### config.mk
export PLATFORM = sky130hd
export DESIGN_NAME = div_unit
export DESIGN_NICKNAME = d
export VERILOG_FILES = /design/src/rtl/div_pkg.sv /design/src/rtl/div_unit.sv
export SDC_FILE = /design/constraint.sdc
export NUM_CORES = 1
export LEC_CHECK = 0
export BUFFER_PORTS_ARGS = -buffer_cell sky130_fd_sc_hd__buf_2
export CAP_MARGIN = 20
export CORE_MARGIN = 5
export CORE_UTILIZATION = 50
export DETAILED_ROUTE_END_ITERATION = 6
export PLACE_DENSITY = 0.67
export SLEW_MARGIN = 20
export SYNTH_ARGS = -nofsm -noshare
export SYNTH_HDL_FRONTEND = slang
export SYNTH_SLANG_ARGS = --single-unit
export TNS_END_PERCENT = 50
### constraint.sdc
create_clock -name clk -period 4.2 [get_ports clk]
set_input_delay 1.26 -clock clk [delete_from_list [all_inputs] [get_ports clk]]
set_output_delay 1.26 -clock clk [all_outputs]
set_load 0.01 [all_outputs]
### src/rtl/div_pkg.sv
// Shared constants for the multicycle signed divider.
package div_pkg;

  localparam int unsigned DIV_WIDTH = 32;
  localparam int unsigned DIV_CNT_W = $clog2(DIV_WIDTH);

  typedef enum logic [1:0] {
    IDLE = 2'd0,
    CALC = 2'd1,
    FIX  = 2'd2,
    DZ   = 2'd3
  } div_state_t;

endpackage

### src/rtl/div_unit.sv
// Multicycle signed restoring divider with MIPS DIV semantics (HI = remainder, LO = quotient).
module div_unit
  import div_pkg::*;
#(
  parameter int unsigned WIDTH = DIV_WIDTH
) (
  input  logic             clk,
  input  logic             reset,
  input  logic             start,
  input  logic [WIDTH-1:0] a,
  input  logic [WIDTH-1:0] b,
  output logic             busy,
  output logic             done,
  output logic             div_zero,
  output logic [WIDTH-1:0] hi_out,
  output logic [WIDTH-1:0] lo_out
);

  localparam int unsigned CNT_W = $clog2(WIDTH);

  div_state_t       state, state_d;
  logic [WIDTH:0]   rem, rem_d;
  logic [WIDTH-1:0] quo, quo_d;
  logic [WIDTH-1:0] dvsr, dvsr_d;
  logic             sign_q, sign_q_d;
  logic             sign_r, sign_r_d;
  logic [CNT_W-1:0] count, count_d;
  logic             busy_d, done_d, div_zero_d;
  logic [WIDTH-1:0] hi_d, lo_d;

  logic [WIDTH:0]   rem_sh;
  logic             fits;
  logic [WIDTH-1:0] rem_lo;

  // One restoring step: shift the dividend MSB into the remainder and trial-compare.
  always_comb begin
    rem_sh = (rem << 1) | (WIDTH+1)'(quo[WIDTH-1]);
    fits   = (rem_sh >= {1'b0, dvsr});
    rem_lo = rem[WIDTH-1:0];
  end

  // Next-state and next-register values.
  always_comb begin
    state_d    = state;
    rem_d      = rem;
    quo_d      = quo;
    dvsr_d     = dvsr;
    sign_q_d   = sign_q;
    sign_r_d   = sign_r;
    count_d    = count;
    busy_d     = busy;
    done_d     = 1'b0;
    div_zero_d = 1'b0;
    hi_d       = hi_out;
    lo_d       = lo_out;

    case (state)
      IDLE: begin
        if (start) begin
          busy_d = 1'b1;
          if (b == '0) begin
            state_d = DZ;
          end else begin
            state_d  = CALC;
            quo_d    = a[WIDTH-1] ? -a : a;
            dvsr_d   = b[WIDTH-1] ? -b : b;
            sign_q_d = a[WIDTH-1] ^ b[WIDTH-1];
            sign_r_d = a[WIDTH-1];
            rem_d    = '0;
            count_d  = CNT_W'(WIDTH - 1);
          end
        end
      end
      CALC: begin
        rem_d   = fits ? (rem_sh - {1'b0, dvsr}) : rem_sh;
        quo_d   = {quo[WIDTH-2:0], fits};
        count_d = count - CNT_W'(1);
        if (count == '0) begin
          state_d = FIX;
        end
      end
      FIX: begin
        lo_d    = sign_q ? -quo : quo;
        hi_d    = sign_r ? -rem_lo : rem_lo;
        done_d  = 1'b1;
        busy_d  = 1'b0;
        state_d = IDLE;
      end
      DZ: begin
        done_d     = 1'b1;
        div_zero_d = 1'b1;
        busy_d     = 1'b0;
        state_d    = IDLE;
      end
      default: state_d = IDLE;
    endcase
  end

  // State and datapath registers; reset aborts any division in flight.
  always_ff @(posedge clk) begin
    if (!reset) begin
      state    <= IDLE;
      rem      <= '0;
      quo      <= '0;
      dvsr     <= '0;
      sign_q   <= 1'b0;
      sign_r   <= 1'b0;
      count    <= '0;
      busy     <= 1'b0;
      done     <= 1'b0;
      div_zero <= 1'b0;
      hi_out   <= '0;
      lo_out   <= '0;
    end else begin
      state    <= state_d;
      rem      <= rem_d;
      quo      <= quo_d;
      dvsr     <= dvsr_d;
      sign_q   <= sign_q_d;
      sign_r   <= sign_r_d;
      count    <= count_d;
      busy     <= busy_d;
      done     <= done_d;
      div_zero <= div_zero_d;
      hi_out   <= hi_d;
      lo_out   <= lo_d;
    end
  end

endmodule

## Word level (Yosys, flattened, before mapping)

Index checks and enable logic that the tools add are counted.

- Bits in registers: 172
- Input port bits: 67
- Output and inout port bits: 67
- Word-level logic and storage cells: 60

- $add $sub $neg: 6
- Magnitude comparators: 1
- Equality and inequality tests: 6
- Mux-type cells: 22
- Bitwise gates (word level): 3
- Reduce and logical (&&, ||, !) cells: 10

Operators with widths:

| cell | count |
|---|---|
| $mux W32 | 9 |
| $neg A32 Y32 | 4 |
| $pmux W32 S2 | 2 |
| $ge A33 B32 Y1 | 1 |
| $or A33 B1 Y33 | 1 |
| $logic_not A32 Y1 | 1 |
| $sub A32 B32 Y32 | 1 |
| $mux W5 | 2 |
| $pmux W5 S2 | 1 |
| $mux W2 | 3 |
| $ne A2 B2 Y1 const B | 3 |
| $pmux W2 S3 | 1 |
| $reduce_and A3 Y1 | 2 |
| $logic_not A5 Y1 | 1 |
| $sub A5 B1 Y5 const B | 1 |
| $eq A2 B2 Y1 const B | 2 |
| $reduce_and A2 Y1 | 2 |
| $reduce_bool A2 Y1 | 2 |
| $mux W1 | 3 |
| $eq A2 B1 Y1 const B | 1 |
| $logic_not A2 Y1 | 1 |
| $pmux W1 S2 | 1 |
| $reduce_or A2 Y1 | 1 |
| $not A1 Y1 | 1 |
| $xor A1 B1 Y1 | 1 |

## Logic depth before layout (Yosys ltp)

- Word-level depth: 5
- Mapped depth: 14
- Depth with buffers taken out: 13

## Worst setup path after synthesis

OpenSTA, ideal clock, no wires.

- Kind: input-to-reg
- Start point: input port b[6]
- End point: register dvsr[26]
- Library setup time: 0.133 ns
- Data arrival time: 3.425 ns
- Required time: 4.067 ns
- Slack: 0.642 ns
- Stages on the path: 7
- Path buffers: 0
- Cells stage by stage: or4_1 > or3_4 > or4b_4 > or3_1 > o31ai_2 > xor2_1 > a21oi_1

- Word-level cells in the longest chain between the ends: 3
- Elaborated cells on any way between the ends: 5
- Those cells by class: add/sub: 1; mux: 1; bitwise: 1; reduce/logical: 2

RTL lines:

| what | RTL line | RTL |
|---|---|---|
| start, declared | div_unit.sv:11 | `input logic [WIDTH-1:0] b,` |
| parallel branches: the longest is 3 deep, another holds $neg A32 Y32 | - |  |
| end signal, assigned | div_unit.sv:118 | `dvsr <= dvsr_d;` |
| end, declared | div_unit.sv:24 | `logic [WIDTH-1:0] dvsr, dvsr_d;` |

Parallel ways; which one is timed is not known.
A chain may end at the register's enable or synchronous reset.

## Worst setup path after layout

- Start point: input port b[24]
- End point: register quo[23]

- Word-level cells in the longest chain between the ends: 3

RTL lines:

| what | RTL line | RTL |
|---|---|---|
| $logic_not A32 Y1 | div_unit.sv:61 | `if (b == '0) begin` |
| $ne A2 B2 Y1 (no source line) | - |  |
| $reduce_and A3 Y1 (no source line) | - |  |
| end signal, assigned | div_unit.sv:117 | `quo <= quo_d;` |
| end, declared | div_unit.sv:23 | `logic [WIDTH-1:0] quo, quo_d;` |

No other way between the ends.

==> impl_results.md <==
* I/O pins at roughly 130
* Setup crit start kind: input pin
* Sequential area share after synthesis at 0.326
* Final Hold Fails at 0
* Die W at around 160 µm
* Syn avg cell area at 7.92 µm²
* Max-cap violations at 0
* Clock-pin slew on the worst setup and hold paths at approximately 0.070 ns
* Netlist Area Pre-Place at about 11000 µm²
* DIE HEIGHT at around 160 µm
* Period utilisation layout at 0.840
* Largest family of logic cells by synthesized area: compound AO/OA/AOI/OAI gates
* Clock latency on the worst-skew pair at between 0.4 and 0.5 ns
* Maximum vdd ir drop at between 0.2 and 0.3 mV
* Worst rel slew slack at 0.281
* Post-Syn Instances at 1334
* Die area at between 20000 and 25000 µm²
* Primary FF master, synth: dfxtp_1
* Total core area at ~21000 µm²
* Share of cells above drive strength 1 at 0.140
* Congestion Overflow GR at 0
* Worst Max-Slew Pin Slew at between 1 and 1.5 ns
* CTS tree: built
* Register area at approximately 3400 µm²
* Synth async-reset ratio at 0
* Initial antenna violation count at 0
* Vias in the first global route at 8758
* Final Total Pwr at ~4.4 mW
* Post-DR vias/cell at about 5.7
* Top post-synthesis cells by area: dfxtp_1 33%, xor2_1 8.6%, o21ai_0 5.9%, a211oi_1 5.3%, nor2_1 5.0%
* Worst Clk Skew at about 0.010 ns
* Synth top area share at 0.326
* Post-CTS sizing at 0
* Multi-input logic area at approximately 6600 µm²
* Multiplexer share of the synthesized area at 0.0201
* Root Driver: clkbuf_16
* Hold crit path type: register to register
* Grt met3 use at 0.0334
* Count leader, synth: dfxtp_1
* Post-Synth Adder-Cell Area at 0.0469
* First-pass GRT wire length at between 40000 and 50000 µm
* Net Count, Synth at between 1000 and 1500
* CP arrival at 3.85 ns
* Setup CP Type: input pin to register
* H-tree levels at 4
* First-pass detailed-route iteration total at 6
* XOR/XNOR Fraction of Synth Area at 0.121
* Yosys cell types at 63
* Static Leak at between 4 and 5 nW
* Post-route ant nets at 0
* Fmax at ~280 MHz
* RSZ-0062 raised after global routing: false
* N_diodes at 0
* # hold bufs at CTS at 0
* Critical Path End Type: register
* Vias at about 9700
* Post-CTS Setup Inserts at 0
* Status: finished clean
* CTS buffer count at 17
* GR peak layer: met1
* Synth area leader: dfxtp_1
* Largest net degree at the start of global routing at between 100 and 150
* WL/cell at roughly 17 µm
* GRT Util Overall at 0.230
* Routability Congestion at 0.938
* Cell Pwr Density at between 300 and 400 nW/µm²
* Max Slew Vio Count at 0
* Clk sinks at roughly 170
* DRT Wirelength at about 28000 µm
* Final core utilization at 0.575
* #FFs+latches synth at approximately 170
* Area growth syn-to-layout at 13.6%
* Port Buf Inserts at between 100 and 150
* Drt drc at 0
* Data required, critical path at 4.53 ns
* Post-synthesis compound-gate area fraction at 0.251
* Met1 Usage GRT at 0.374
* Ys Warns at 0
* Met2 Use GR at 0.316
* Synth Area in Simple Gates at 0.185
* # rows at 53
* CP Max Fanout at 12
* Fill cells at around 2100
* EDFF count, synth at 0
* Starting Density at 0.506
* Clock Tree Buf Depth at 2
* 1st-iter DRT viols at just over 700
* Min cycle time layout at between 3 and 4 ns
* Final setup vio count at 0
* Nets at between 1500 and 2000
* Setup TNS at 0 ns
* Post-detail-place hpwl at 21400 µm
* Synth top cells by count: 172 x dfxtp_1, 141 x nor2_1, 128 x nand2_1
## report_power, final
group | switching [mW] | internal [mW] | leakage (nW)
logic | 0.527 | 0.347 | 3.20
clock network | 0.778 | 0.865 | 0.299
registers | 0.116 | 1.72 | 1.40
total | 1.42 | 2.93 | 4.90
## metrics by stage
stage	setup WS, ns	hold slack [ns]	cells	area, µm²
floorplan	0.642	0.465	1334	10600
global placement	0.291	0.456	1671	11400
detailed placement	0.236	0.460	1671	11400
CTS	0.693	0.470	1703	12000
global route	0.421	0.491	1703	12000
finish	0.674	0.466	1703	12000
## final timing paths
kind                    from    endpoint  slack (ns)  cells past startpoint
setup reg to reg     quo[31]     rem[30]        0.75                     14
setup / recovery       b[24]     quo[23]        0.67                      9
hold reg to reg   hi_out[29]  hi_out[29]        0.47                      2
hold / removal    hi_out[29]  hi_out[29]        0.47                      2
## registers in the layout (all words and copies together), names as in the netlist, 2 cells and up
signal and cells:
rem 32, dvsr 32, hi_out 32, quo 32, count 5, lo_out 32, state 2
## cells by family after synthesis
group	Yosys count
xor+xnor	146
compound gates	402
flops	172
fa+ha+maj	39
buf+inv	138
simple gates	416
mux	21
## layout by cell type, fill, tap and decap left out, drive strengths merged, types with 34 or more instances in the layout
cell and count:
a211oi 74, a21oi 60, buf 146, dfxtp 172, ha 38, inv 62
nand2 128, nor2 142, o21ai 131, o31ai 34, xnor2 42, xor2 104
## metal layers
layer  vias up  routed length (µm)
met1      4409               14600
met2       324               11200
met5         -                   0
met3        25                2140
li1       4983                   -
met4         0                 324
## layout make-up
class	instances	area share
multi-input cells	1024	0.550
flip-flops and latches	172	0.287
repair buffers	146	0.0657
clock buffers	17	0.0354
well taps	275	0.0287
inverters	54	0.0169
clock inverters	15	0.0162
## critical path, stage by stage
cell and delay (ns):
buf_2 0.13, or4_1 0.61, nor4_1 0.42, nor2b_1 0.25, nand4_1 0.16, and2_2 0.31
nand2_1 0.34, a21oi_1 0.09, a221o_1 0.28
Note: power is estimated with default switching activity, not from simulation.
